## config.mk

```make
export PLATFORM = sky130hd
export DESIGN_NAME = stopwatch_ctrl_flat
export DESIGN_NICKNAME = d
export VERILOG_FILES = /design/src/rtl/stopwatch_pkg.sv /design/src/rtl/stopwatch_ctrl_if.sv /design/src/rtl/bcd_mod_counter.sv /design/src/rtl/stopwatch_ctrl.sv /design/src/flat_wrapper.sv
export SDC_FILE = /design/constraint.sdc
export NUM_CORES = 1
export LEC_CHECK = 0
export ABC_AREA = 0
export BUFFER_PORTS_ARGS = -buffer_cell sky130_fd_sc_hd__buf_2
export CELL_PAD_IN_SITES_DETAIL_PLACEMENT = 0
export CELL_PAD_IN_SITES_GLOBAL_PLACEMENT = 1
export CORE_MARGIN = 8
export CORE_UTILIZATION = 39
export CTS_BUF_LIST = sky130_fd_sc_hd__clkbuf_16
export CTS_CLUSTER_DIAMETER = 80
export DETAILED_ROUTE_END_ITERATION = 10
export PLACE_DENSITY = 0.86
export SYNTH_ARGS = -nofsm -noshare
export SYNTH_HDL_FRONTEND = slang
export SYNTH_SLANG_ARGS = --single-unit
```

## constraint.sdc

```tcl
create_clock -name clk -period 5.3 [get_ports clk]
set_clock_uncertainty 0.05 [all_clocks]
set_input_delay 0.53 -clock clk [delete_from_list [all_inputs] [get_ports clk]]
set_output_delay 0.53 -clock clk [all_outputs]
set_load 0.02 [all_outputs]
```

## src/rtl/stopwatch_pkg.sv

```systemverilog
// Shared constants for the MM:SS stopwatch controller: FSM encoding,
// per-digit blank bit positions and the default field moduli.
package stopwatch_pkg;

    typedef enum logic {
        ST_PAUSE = 1'b0,
        ST_RUN   = 1'b1
    } state_t;

    // Bit positions inside blank {min_t, min_o, sec_t, sec_o}
    localparam int BLK_SEC_O = 0;
    localparam int BLK_SEC_T = 1;
    localparam int BLK_MIN_O = 2;
    localparam int BLK_MIN_T = 3;

    localparam int DEF_SEC_MOD = 60;
    localparam int DEF_MIN_MOD = 60;

endpackage

```

## src/rtl/stopwatch_ctrl_if.sv

```systemverilog
// Bundle of strobes, user controls and display outputs of the stopwatch
// controller. The master side drives strobes/controls, the slave side
// (the controller) drives the BCD value, blanking and run status.
interface stopwatch_ctrl_if;

    logic       one_hz;
    logic       two_hz;
    logic       blink_lvl;
    logic       pause_btn;
    logic       adj;
    logic       sel;
    logic [7:0] min_bcd;
    logic [7:0] sec_bcd;
    logic [3:0] blank;
    logic       running;

    modport master (
        output one_hz, two_hz, blink_lvl, pause_btn, adj, sel,
        input  min_bcd, sec_bcd, blank, running
    );

    modport slave (
        input  one_hz, two_hz, blink_lvl, pause_btn, adj, sel,
        output min_bcd, sec_bcd, blank, running
    );

endinterface

```

## src/rtl/bcd_mod_counter.sv

```systemverilog
// Two-digit BCD counter modulo MOD (MOD a multiple of 10, 10..100).
// wrap flags the increment that rolls MOD-1 back to 00 so the caller can
// use it as a carry.
module bcd_mod_counter #(
    parameter int MOD = 60
) (
    input  logic       clk,
    input  logic       rst,
    input  logic       inc,
    output logic [7:0] bcd,
    output logic       wrap
);

    localparam logic [3:0] TENS_LAST = 4'(MOD / 10 - 1);

    logic [3:0] ones_q, ones_d;
    logic [3:0] tens_q, tens_d;
    logic       at_last;

    assign at_last = (tens_q == TENS_LAST) && (ones_q == 4'd9);
    assign wrap    = inc & at_last;
    assign bcd     = {tens_q, ones_q};

    // Next digit values: ones roll 9->0 and ripple into tens, tens roll at the modulus.
    always_comb begin
        ones_d = ones_q;
        tens_d = tens_q;
        if (inc) begin
            if (ones_q == 4'd9) begin
                ones_d = 4'd0;
                tens_d = (tens_q == TENS_LAST) ? 4'd0 : tens_q + 4'd1;
            end else begin
                ones_d = ones_q + 4'd1;
            end
        end
    end

    // Digit registers.
    always_ff @(posedge clk) begin
        if (rst) begin
            ones_q <= 4'd0;
            tens_q <= 4'd0;
        end else begin
            ones_q <= ones_d;
            tens_q <= tens_d;
        end
    end

endmodule

```

## src/rtl/stopwatch_ctrl.sv

```systemverilog
// MM:SS stopwatch controller: run/pause FSM, count and adjust steering of
// the seconds/minutes counters, and registered blink blanking.
// The one_hz tick is judged on the pre-toggle FSM state, so a press and a
// tick in the same cycle count first and then pause.
module stopwatch_ctrl
    import stopwatch_pkg::*;
#(
    parameter int SEC_MOD = DEF_SEC_MOD,
    parameter int MIN_MOD = DEF_MIN_MOD
) (
    input  logic                   clk,
    input  logic                   rst,
    stopwatch_ctrl_if.slave        bus
);

    state_t     state_q, state_d;
    logic [3:0] blank_q, blank_d;
    logic       sec_inc, min_inc, sec_wrap, min_wrap_unused;

    // In adjust mode only two_hz acts (on the selected field, no carry);
    // otherwise one_hz counts in RUN and seconds carry into minutes.
    assign sec_inc = bus.adj ? (bus.two_hz & bus.sel)
                             : (bus.one_hz & (state_q == ST_RUN));
    assign min_inc = bus.adj ? (bus.two_hz & ~bus.sel) : sec_wrap;

    bcd_mod_counter #(.MOD(SEC_MOD)) u_sec (
        .clk  (clk),
        .rst  (rst),
        .inc  (sec_inc),
        .bcd  (bus.sec_bcd),
        .wrap (sec_wrap)
    );

    bcd_mod_counter #(.MOD(MIN_MOD)) u_min (
        .clk  (clk),
        .rst  (rst),
        .inc  (min_inc),
        .bcd  (bus.min_bcd),
        .wrap (min_wrap_unused)
    );

    // Next state and next blanking: a press toggles run/pause in any mode;
    // the selected field goes dark during the blink off phase in adjust.
    always_comb begin
        state_d = state_q;
        blank_d = 4'b0000;
        if (bus.pause_btn) begin
            state_d = (state_q == ST_RUN) ? ST_PAUSE : ST_RUN;
        end
        if (bus.adj && bus.blink_lvl) begin
            if (bus.sel) begin
                blank_d[BLK_SEC_T] = 1'b1;
                blank_d[BLK_SEC_O] = 1'b1;
            end else begin
                blank_d[BLK_MIN_T] = 1'b1;
                blank_d[BLK_MIN_O] = 1'b1;
            end
        end
    end

    // State and blank registers.
    always_ff @(posedge clk) begin
        if (rst) begin
            state_q <= ST_PAUSE;
            blank_q <= 4'b0000;
        end else begin
            state_q <= state_d;
            blank_q <= blank_d;
        end
    end

    assign bus.running = (state_q == ST_RUN);
    assign bus.blank   = blank_q;

endmodule

```

## src/flat_wrapper.sv

```systemverilog
// flat-port wrapper written by rule: the top's interface ports become plain ports
module stopwatch_ctrl_flat import stopwatch_pkg::*;
#(
    parameter int SEC_MOD = DEF_SEC_MOD,
    parameter int MIN_MOD = DEF_MIN_MOD
)
  (clk, rst, bus_one_hz, bus_two_hz, bus_blink_lvl, bus_pause_btn, bus_adj, bus_sel, bus_min_bcd, bus_sec_bcd, bus_blank, bus_running);
  stopwatch_ctrl_if bus_i ();
  input  logic clk;
  input  logic rst;
  input wire logic [$bits(bus_i.one_hz)-1:0] bus_one_hz;
  input wire logic [$bits(bus_i.two_hz)-1:0] bus_two_hz;
  input wire logic [$bits(bus_i.blink_lvl)-1:0] bus_blink_lvl;
  input wire logic [$bits(bus_i.pause_btn)-1:0] bus_pause_btn;
  input wire logic [$bits(bus_i.adj)-1:0] bus_adj;
  input wire logic [$bits(bus_i.sel)-1:0] bus_sel;
  output wire logic [$bits(bus_i.min_bcd)-1:0] bus_min_bcd;
  output wire logic [$bits(bus_i.sec_bcd)-1:0] bus_sec_bcd;
  output wire logic [$bits(bus_i.blank)-1:0] bus_blank;
  output wire logic [$bits(bus_i.running)-1:0] bus_running;
  assign bus_i.one_hz = bus_one_hz;
  assign bus_i.two_hz = bus_two_hz;
  assign bus_i.blink_lvl = bus_blink_lvl;
  assign bus_i.pause_btn = bus_pause_btn;
  assign bus_i.adj = bus_adj;
  assign bus_i.sel = bus_sel;
  assign bus_min_bcd = bus_i.min_bcd;
  assign bus_sec_bcd = bus_i.sec_bcd;
  assign bus_blank = bus_i.blank;
  assign bus_running = bus_i.running;
  stopwatch_ctrl #(.SEC_MOD(SEC_MOD), .MIN_MOD(MIN_MOD)) u_core (.clk(clk), .rst(rst), .bus(bus_i));
endmodule
```

======== After elaboration in Yosys (flattened, before gate mapping) ========
Index checks and enable logic that the tools add are counted.
storage, ports and cells
  bits in registers ....................... 21
  input port bits ......................... 8
  output and inout bits ................... 21
  logic and storage cells ................. 34
cells by class
  add/subtract/negate cells ............... 4
  eq/ne operators ......................... 4
  multiplexer cells ....................... 9
  bitwise gates (word level) .............. 6
  reductions and logical operators ........ 5
operator list
  operator                                                               count
  4-bit by 1-bit adder with 4-bit output, second input constant          4
  4-bit two-way mux                                                      4
  4-bit by 3-bit equality test with 1-bit output, second input constant  2
  4-bit equality test, second input constant                             2
  1-bit AND                                                              4
  2-bit two-way mux                                                      2
  2-bit AND reduction                                                    2
  1-bit two-way mux                                                      3
  1-bit logical AND                                                      2
  1-bit inverter                                                         2
  2-bit OR reduction                                                     1

======== Longest topological paths before layout ========
Gate-level depths: netlist (run 1).
  depth in word-level cells ............... 5
  gate-level depth with buffers ........... 5
  mapped depth without buffers ............ 4

======== By module ========
Synthesis (run 1) repeated with hierarchy kept, for this count alone.
unflattened totals
  cell total of the unflattened synthesis .. 108
  area, all modules ....................... 982.2 um^2
modules (own cells, without submodules)
  module           instances  cells each  area each (um^2)  seq. area each (um^2)
  bcd_mod_counter  2          46          417.9             160.2
  stopwatch_ctrl   1          16          146.4             60.1

======== Worst setup path before layout (run 1) ========
Ideal clock, no wire load.
  kind .................................... input to register
  from .................................... input port bus_adj
  to ...................................... register u_core.u_min.tens_q[3]
  setup time .............................. 121 ps
  arrival ................................. 1704 ps
  required time ........................... 5129 ps
  path slack .............................. 3425 ps
  stages .................................. 4
  buffers on the path ..................... 0
  path through ............................ nand4bb_1 -> or4_4 -> a21o_1 -> mux2_4
between the ends
  word-level cells in the longest chain between the ends .. 4
ends and longest elaborated chain
  item                                    line                   RTL
  start, declared                         flat_wrapper.sv:15     input wire logic [$bits(bus_i.adj)-1:0] bus_adj;
  1-bit two-way mux                       stopwatch_ctrl.sv:22   assign sec_inc = bus.adj ? (bus.two_hz & bus.sel)
  1-bit AND                               bcd_mod_counter.sv:21  assign wrap = inc & at_last;
  1-bit two-way mux *                     stopwatch_ctrl.sv:24   assign min_inc = bus.adj ? (bus.two_hz & ~bus.sel) : sec_wrap;
  2-bit AND reduction (no source line) *  --
  end signal, assigned                    bcd_mod_counter.sv:45  tens_q <= tens_d;
  end, declared                           bcd_mod_counter.sv:17  logic [3:0] tens_q, tens_d;
Every way passes the cells marked *; elsewhere a longest branch is shown, timed or not.
A chain may end at the register's enable or synchronous reset.

======== Worst setup path in the final report (run 1) ========
  from .................................... register u_core.u_sec.ones_q[3]
  to ...................................... register u_core.u_min.ones_q[2]
between the ends
  word-level cells in the longest chain between the ends .. 4
ends and longest elaborated chain
  item                    line                   RTL
  start, declared         bcd_mod_counter.sv:16  logic [3:0] ones_q, ones_d;
  start signal, assigned  bcd_mod_counter.sv:44  ones_q <= ones_d;
  4-bit equality test     bcd_mod_counter.sv:20  assign at_last = (tens_q == TENS_LAST) && (ones_q == 4'd9);
  1-bit logical AND       bcd_mod_counter.sv:20
  1-bit AND               bcd_mod_counter.sv:21
  1-bit two-way mux       stopwatch_ctrl.sv:24
  end signal, assigned    bcd_mod_counter.sv:44
  end, declared           bcd_mod_counter.sv:16
Every way passes these cells.

==> impl_results.md, run 1 <==
* Final period util at 34.2%
* Number of global-route vias before repair at 881
* Worst-Skew Late Latency at 0.25 ns
* Max-Slew Margin vs Limit at 57.1%
* Final setup TNS at 0 ns
* Drt via density at 5.30
* Cells after Synth at 114
* Maximum clock frequency at 0.553 GHz
* Finished Core Util at 50.1%
* Endpoints failing hold at 0
* Antenna violations before repair at 0
* Post-route DRC at 0
* RSZ-0062 raised after global routing: no
* Peak supply drop at 0.171 mV
* Die height at 66.7 µm
* Filler Cells Inserted at 241
* GRT Util Overall at 10.8%
* Post-synthesis async set-or-reset flop share at 0%
* Met1 usage at 11.2%
* Crit path from: u_core.u_sec.ones_q[3]
* Hold path start: bus_sel
* Die ar. at 4440 µm²
* Global Route met3 Usage at 4.53%
* CTS H-tree depth at 1
* Dpl hpwl at 1.68 mm
* CTS clk-pin slew, worst paths at 0.05 ns
* Worst Setup Path Type: reg -> reg
* Post-cts resize count at 0
* LEAKAGE at 0.539 nW
* Nets at 150
* Post-Syn Area at 1000 µm²
* Crit. End Element: flop
* Diode count at 0
* Sink Count at 19
* Seq/Total Area, Yosys at 38.0%
* Total CTS buffers at 3
* Worst Path Arrival at 1.90 ns
* Core box area at 2450 µm²
* Post-CTS setup buffers at 0
* R2R Path Start: u_core.u_sec.ones_q[3]
* CP Max Fanout at 6
* CTS tree: yes
* Ys flop type: dfxtp_1
* Post-Route WL at 2.25 mm
* First-pass GRT wire length at 3.82 mm
* Syn_area_per_cell at 8.78 µm²
* GR Layer Usage met2 at 18.3%
* Synthesized net count at 122
* Post-synth EDFFs at 0
* Synth unique cells at 39
* Horiz. Die Dim at 66.7 µm
* Power Density at 264 nW/µm²
* Outcome: finished clean
* WL per Instance at 13.2 µm
* WP data required at 5.39 ns
* CP Launch Type: flop
* Top Ports at 29
* DR vias at 906
* IO buf count at 28
* Share of cells above drive strength 1 at 25.5%
* Max Buffers Root-to-Sink at 2
* Synth-to-layout area growth at 22.9%
* Most Crowded Layer GR: met2
* Yosys warnings at 0
* Max_cap viols at 0
* Power Total at 0.000325 W
* Tmin final at 1.81 ns
* Hold buffers post-CTS at 0
* Slew @ Worst Pin at 0.637 ns
* # setup viols final at 0
* Largest net degree at the start of global routing at 26
* Drt pass-1 iters at 4
* Initial Util at 40.8%
* Synthesized flop and latch total at 19
* DR iter-0 viols at 22
* Gr ovfl total at 0
* Hold Path Class: in -> reg
* GPL Wtd Cong at 0.759
* Row cnt at 18
* Max Slew Vio Count at 0
* ANT nets after route at 0
* CTS root buf: clkbuf_16
-- metrics by stage --
step | instances | worst slack [ns] | hold WS, ns | area (µm²)
finish | 171 | 3.49 | 0.435 | 1230
global route | 171 | 3.29 | 0.466 | 1230
CTS | 171 | 3.48 | 0.432 | 1230
detailed placement | 167 | 3.24 | 0.488 | 1150
global placement | 167 | 3.25 | 0.472 | 1150
floorplan | 114 | 3.42 | 0.540 | 1000
-- metal layers --
layer | up-vias | routed length (µm)
li1 | 473 | -
met1 | 411 | 980
met2 | 17 | 1070
met3 | 5 | 157
met4 | 0 | 43
met5 | - | 0
-- kinds of logic (layout without fill, tap and decap cells) --
| logic type | Yosys count | after routing | synth area share, % |
|---|---|---|---|
| simple gates | 47 | 47 | 28.7 |
| xor+xnor | 3 | 3 | 2.63 |
| flops | 19 | 19 | 38.0 |
| mux | 5 | 5 | 5.75 |
| buf+inv | 12 | 39 | 5.37 |
| compound gates | 28 | 28 | 19.5 |
-- cell usage in the layout, fill, tap and decap left out --
cell	synthesis	layout
buf_2	1	28
dfxtp_1	19	19
nor2_1	12	12
inv_1	7	8
nand3_1	6	6
a21oi_1	6	6
o21ai_0	5	5
nor2b_1	4	4
nand2b_1	4	4
nand3b_1	4	4
nand2_1	4	4
a211oi_1	3	3
xnor2_1	3	3
clkbuf_16	0	3
and3b_1	2	2
nor3b_1	2	2
o211ai_1	2	2
mux2_2	2	2
a21o_1	2	2
a311oi_1	2	2
mux2i_1	2	2
a2111oi_0	2	2
nand4b_4	1	1
nand4bb_1	1	1
nor4_1	1	1
or3_1	1	1
or2b_1	1	1
nor3_1	1	1
or4_4	1	1
a211o_1	1	1
a31oi_1	1	1
nand4_1	1	1
mux2_4	1	1
a41o_1	1	1
a221o_1	1	1
or4_1	1	1
o2111ai_1	1	1
o32ai_1	1	1
-- synth_stat cells (all sizes together) (2+ instances only) --
master / number / area (µm²)
dfxtp: 19 / 380
nor2: 12 / 45.0
inv: 7 / 26.3
a21oi: 6 / 30.0
nand3: 6 / 30.0
o21ai: 5 / 25.0
nand2: 4 / 15.0
nand2b: 4 / 25.0
nand3b: 4 / 30.0
nor2b: 4 / 25.0
a211oi: 3 / 22.5
buf: 3 / 20.0
mux2: 3 / 37.5
xnor2: 3 / 26.3
a2111oi: 2 / 17.5
a21o: 2 / 15.0
a311oi: 2 / 17.5
and3b: 2 / 17.5
clkbuf: 2 / 7.51
mux2i: 2 / 20.0
nor3b: 2 / 15.0
o211ai: 2 / 15.0
or4: 2 / 18.8
-- worst paths after layout --
path / end / slack [ns] / cells after the start
hold / removal: u_core.bus.blank[2] / 0.44 / 2
setup reg to reg: u_core.u_min.ones_q[2] / 3.49 / 4
setup / recovery: u_core.u_min.ones_q[2] / 3.49 / 4
hold reg to reg: u_core.u_min.ones_q[3] / 0.49 / 2
-- flip-flops by register name, indices dropped and copies added, names as in the netlist --
name	flops
u_core.u_min.ones_q	4
u_core.u_sec.ones_q	4
u_core.bus.blank	2
u_core.bus.running	1
u_core.u_sec.tens_q	4
u_core.u_min.tens_q	4
-- where the power goes --
| part | total, W | leakage (nW) | internal [W] | switching (W) |
|---|---|---|---|---|
| clock network | 0.000154 | 0.0423 | 0.000100 | 0.0000537 |
| registers | 0.000149 | 0.154 | 0.000145 | 0.00000326 |
| logic | 0.0000220 | 0.343 | 0.00000825 | 0.0000138 |
-- area by class of cell --
type | instances | area (µm²) | share of cell area, %
clock buffers | 3 | 75.1 | 6.10
clock inverters | 1 | 3.75 | 0.305
inverters | 7 | 26.3 | 2.14
multi-input cells | 83 | 567 | 46.1
flip-flops and latches | 19 | 380 | 30.9
well taps | 30 | 37.5 | 3.05
repair buffers | 28 | 140 | 11.4
-- worst max-delay path, stage by stage (launching register included) --
cell and delay [ns]:
dfxtp_1 0.43, nand4b_4 0.15, nor4_1 0.59, o211ai_1 0.17, mux2_2 0.30
No activity file was read; power rests on OpenSTA's default activity.
==> inputs of run 2 (changes only) <==
--- a/config.mk
+++ b/config.mk
@@ -10,11 +10,11 @@
 export CELL_PAD_IN_SITES_DETAIL_PLACEMENT = 0
 export CELL_PAD_IN_SITES_GLOBAL_PLACEMENT = 1
 export CORE_MARGIN = 8
-export CORE_UTILIZATION = 39
+export CORE_UTILIZATION = 37
 export CTS_BUF_LIST = sky130_fd_sc_hd__clkbuf_16
 export CTS_CLUSTER_DIAMETER = 80
 export DETAILED_ROUTE_END_ITERATION = 10
-export PLACE_DENSITY = 0.86
+export PLACE_DENSITY = 0.83
 export SYNTH_ARGS = -nofsm -noshare
 export SYNTH_HDL_FRONTEND = slang
 export SYNTH_SLANG_ARGS = --single-unit
==> constraint.sdc (replaced) <==
create_clock -name clk -period 1.9 [get_ports clk]
set_clock_uncertainty 0.05 [all_clocks]
set_input_delay 0.19 -clock clk [delete_from_list [all_inputs] [get_ports clk]]
set_output_delay 0.19 -clock clk [all_outputs]
set_load 0.02 [all_outputs]
==> run 2 against run 1 <==
Effect of this change: die area grew 4.1%; routed wire length grew 5.6%; flip-flop and latch count is the same; sequential power grew to 2.8 times the previous value; critical path depth is the same; non-clock buffer count grew 5; global-route usage is essentially flat; total power grew to 2.8 times the previous value; combinational power grew to 3.0 times the previous value.
==> impl_results.md, run 2 (synthesis results as in run 1) <==
* Total CTS buffers at 3 (unchanged)
* RSZ-0062 raised after global routing: no
* # setup viols final at 0 (unchanged)
* Cell total after placement at 173 (+3.6%)
* Die height at 68.0 µm (+2.0%)
* Sw Ratio at 21.5% (-0.29 points)
* WL per Instance at 13.4 µm (+2.0%)
* Drt pass-1 iters at 4 (unchanged)
* P_int at 0.000711 W (+180%)
* Power Density at 713 nW/µm² (+170%)
* IO buf count at 28 (unchanged)
* Commonest non-fill, non-tap cells in the layout: 28 x buf_2, 19 x dfxtp_1, 12 x nor2_1, 8 x inv_1
* Number of global-route vias before repair at 915 (+3.9%)
* Row cnt at 19 (+1)
* Max Slew Vio Count at 0 (unchanged)
* CP max stage delay at 0.56 ns (-0.03 ns)
* Gr ovfl total at 0 (unchanged)
* DR vias at 934 (+3.1%)
* CP Max Fanout at 6 (unchanged)
* Post-cts resize count at 0 (unchanged)
* Horiz. Die Dim at 68.0 µm (+2.0%)
* Slowest CP cell: or4_4
* Largest net degree at the start of global routing at 26 (unchanged)
* Crit. End Element: flop
* Initial Util at 37.6% (-3.2 points)
* Max-Slew Margin vs Limit at 64.7% (+7.6 points)
* Dpl hpwl at 1.77 mm (+5.5%)
* Top Ports at 29 (unchanged)
* GPL Wtd Cong at 0.785 (+3.4%)
* CP Launch Type: flop
* R2r setup slk at 0.12 ns (-3.37 ns)
* Endpoints failing hold at 0 (unchanged)
* Diode count at 0 (unchanged)
* Share of cells above drive strength 1 at 28.1% (+2.6 points)
* Outcome: finished clean
* Final Instance Count excl. Fillers at 177 (+3.5%)
* CTS root buf: clkbuf_16
* Drt via density at 5.28 (-0.40%)
* Nets at 155 (+3.3%)
* Worst Path Arrival at 1.86 ns (-0.04 ns)
* DR iter-0 viols at 52 (+140%)
* Net switching power figure at 0.000194 W (+170%)
* Maximum clock frequency at 0.563 GHz (+1.9%)
* Worst-Skew Late Latency at 0.25 ns (about the same)
* Final period util at 93.4% (+59 points)
* LEAKAGE at 0.567 nW (+5.0%)
* Core box area at 2660 µm² (+8.5%)
* Hold buffers post-CTS at 0 (unchanged)
* CTS tree: yes
* GRT Util Overall at 10.9% (+0.047 points)
* CTS H-tree depth at 1 (unchanged)
* Clock group share of total power at 47.1% (-0.3 points)
* Gate power share at 7.4% (+0.6 points)
* Slew @ Worst Pin at 0.516 ns (-0.121 ns)
* Max_cap viols at 0 (unchanged)
* ANT nets after route at 0 (unchanged)
* Tmin final at 1.78 ns (-0.0346 ns)
* Synth-to-layout area growth at 26.8%
* Peak supply drop at 0.316 mV (+84%)
* Filler Cells Inserted at 275 (+14%)
* CTS clk-pin slew, worst paths at 0.05 ns (about the same)
* Antenna violations before repair at 0 (unchanged)
* First-pass GRT wire length at 3.95 mm (+3.6%)
* Worst Setup Path Type: reg -> reg
* Die ar. at 4630 µm² (+4.1%)
* Most common cell after layout, fill and taps aside: buf_2
* WP data required at 1.99 ns (-3.40 ns)
* Max Buffers Root-to-Sink at 2 (unchanged)
* Hold Path Class: in -> reg
* Place WS at 0.127 ns (-3.11 ns)
* Final setup TNS at 0 ns (unchanged)
* Post-route DRC at 0 (unchanged)
* Sink Count at 19 (unchanged)
* Setup ws final at 0.125 ns (-3.37 ns)
* Sequential share of power at 45.5% (-0.3 points)
* Post-CTS setup buffers at 0 (unchanged)
* Worst path cell trace: nand4b_4 > or4_4 > a21o_1 > mux2_4
* Post-Route WL at 2.38 mm (+5.6%)
[run 2: cell types whose count changed in the layout (fill, tap and decap cells not counted), sizes merged]
cell and change:
buf +5
[run 2: power groups by stage]
stage	sequential (W)	clock, W	combinational (W)
global placement	0.000421	0	0.0000665
detailed placement	0.000421	0	0.0000677
floorplan	0.000430	0	0.0000319
finish	0.000412	0.000426	0.0000669
CTS	0.000412	0.000436	0.0000679
global route	0.000413	0.000447	0.0000756
[run 2: area by class of cell]
type / count / area [µm²] / area share [%]
Tap cell: 31 / 38.8 / 3.06
Clock buffer: 3 / 75.1 / 5.92
Clock inverter: 1 / 3.75 / 0.296
Multi-Input combinational cell: 83 / 567 / 44.7
Timing Repair Buffer: 33 / 178 / 14.0
Sequential cell: 19 / 380 / 30.0
Inverter: 7 / 26.3 / 2.07
[run 2: per-stage QoR]
stage | area, µm² | hold WS, ns | power (W) | utilization, %
final | 1270 | 0.0932 | 0.000905 | 47.7
after global routing | 1270 | 0.108 | 0.000935 | 47.7
after CTS | 1270 | 0.0920 | 0.000917 | 47.7
after detailed placement | 1190 | 0.355 | 0.000489 | 44.7
after global placement | 1190 | 0.350 | 0.000487 | 44.7
after floorplan | 1000 | 0.218 | 0.000462 | -
[run 2: path summary, 6_finish.rpt]
| kind | startpoint | end | cells past startpoint |
|---|---|---|---|
| worst max-delay path | u_core.u_sec.ones_q[3] | u_core.u_min.tens_q[3] | 4 |
| worst min-delay path | bus_sel | u_core.bus.blank[2] | 2 |
| worst max register to register | u_core.u_sec.ones_q[3] | u_core.u_min.tens_q[3] | 4 |
| worst min register to register | u_core.u_min.tens_q[2] | u_core.u_min.tens_q[2] | 2 |
[run 2: layer usage]
metal  part of all wire [%]  GRT usage [%]  up-vias
li1                       -              -      482
met1                     42           12.0      430
met2                     51           19.5       20
met3                    6.7           3.11        2
met4                   0.63           3.84        0
met5                      0              0        -
[run 2: critical path: cells and delay by family, from the launching register on]
family             cells  cell delay (ns)
AOI/OAI and AO/OA      1             0.19
muxes                  1             0.29
DFF                    1             0.43
and+or+nand+nor        2             0.70
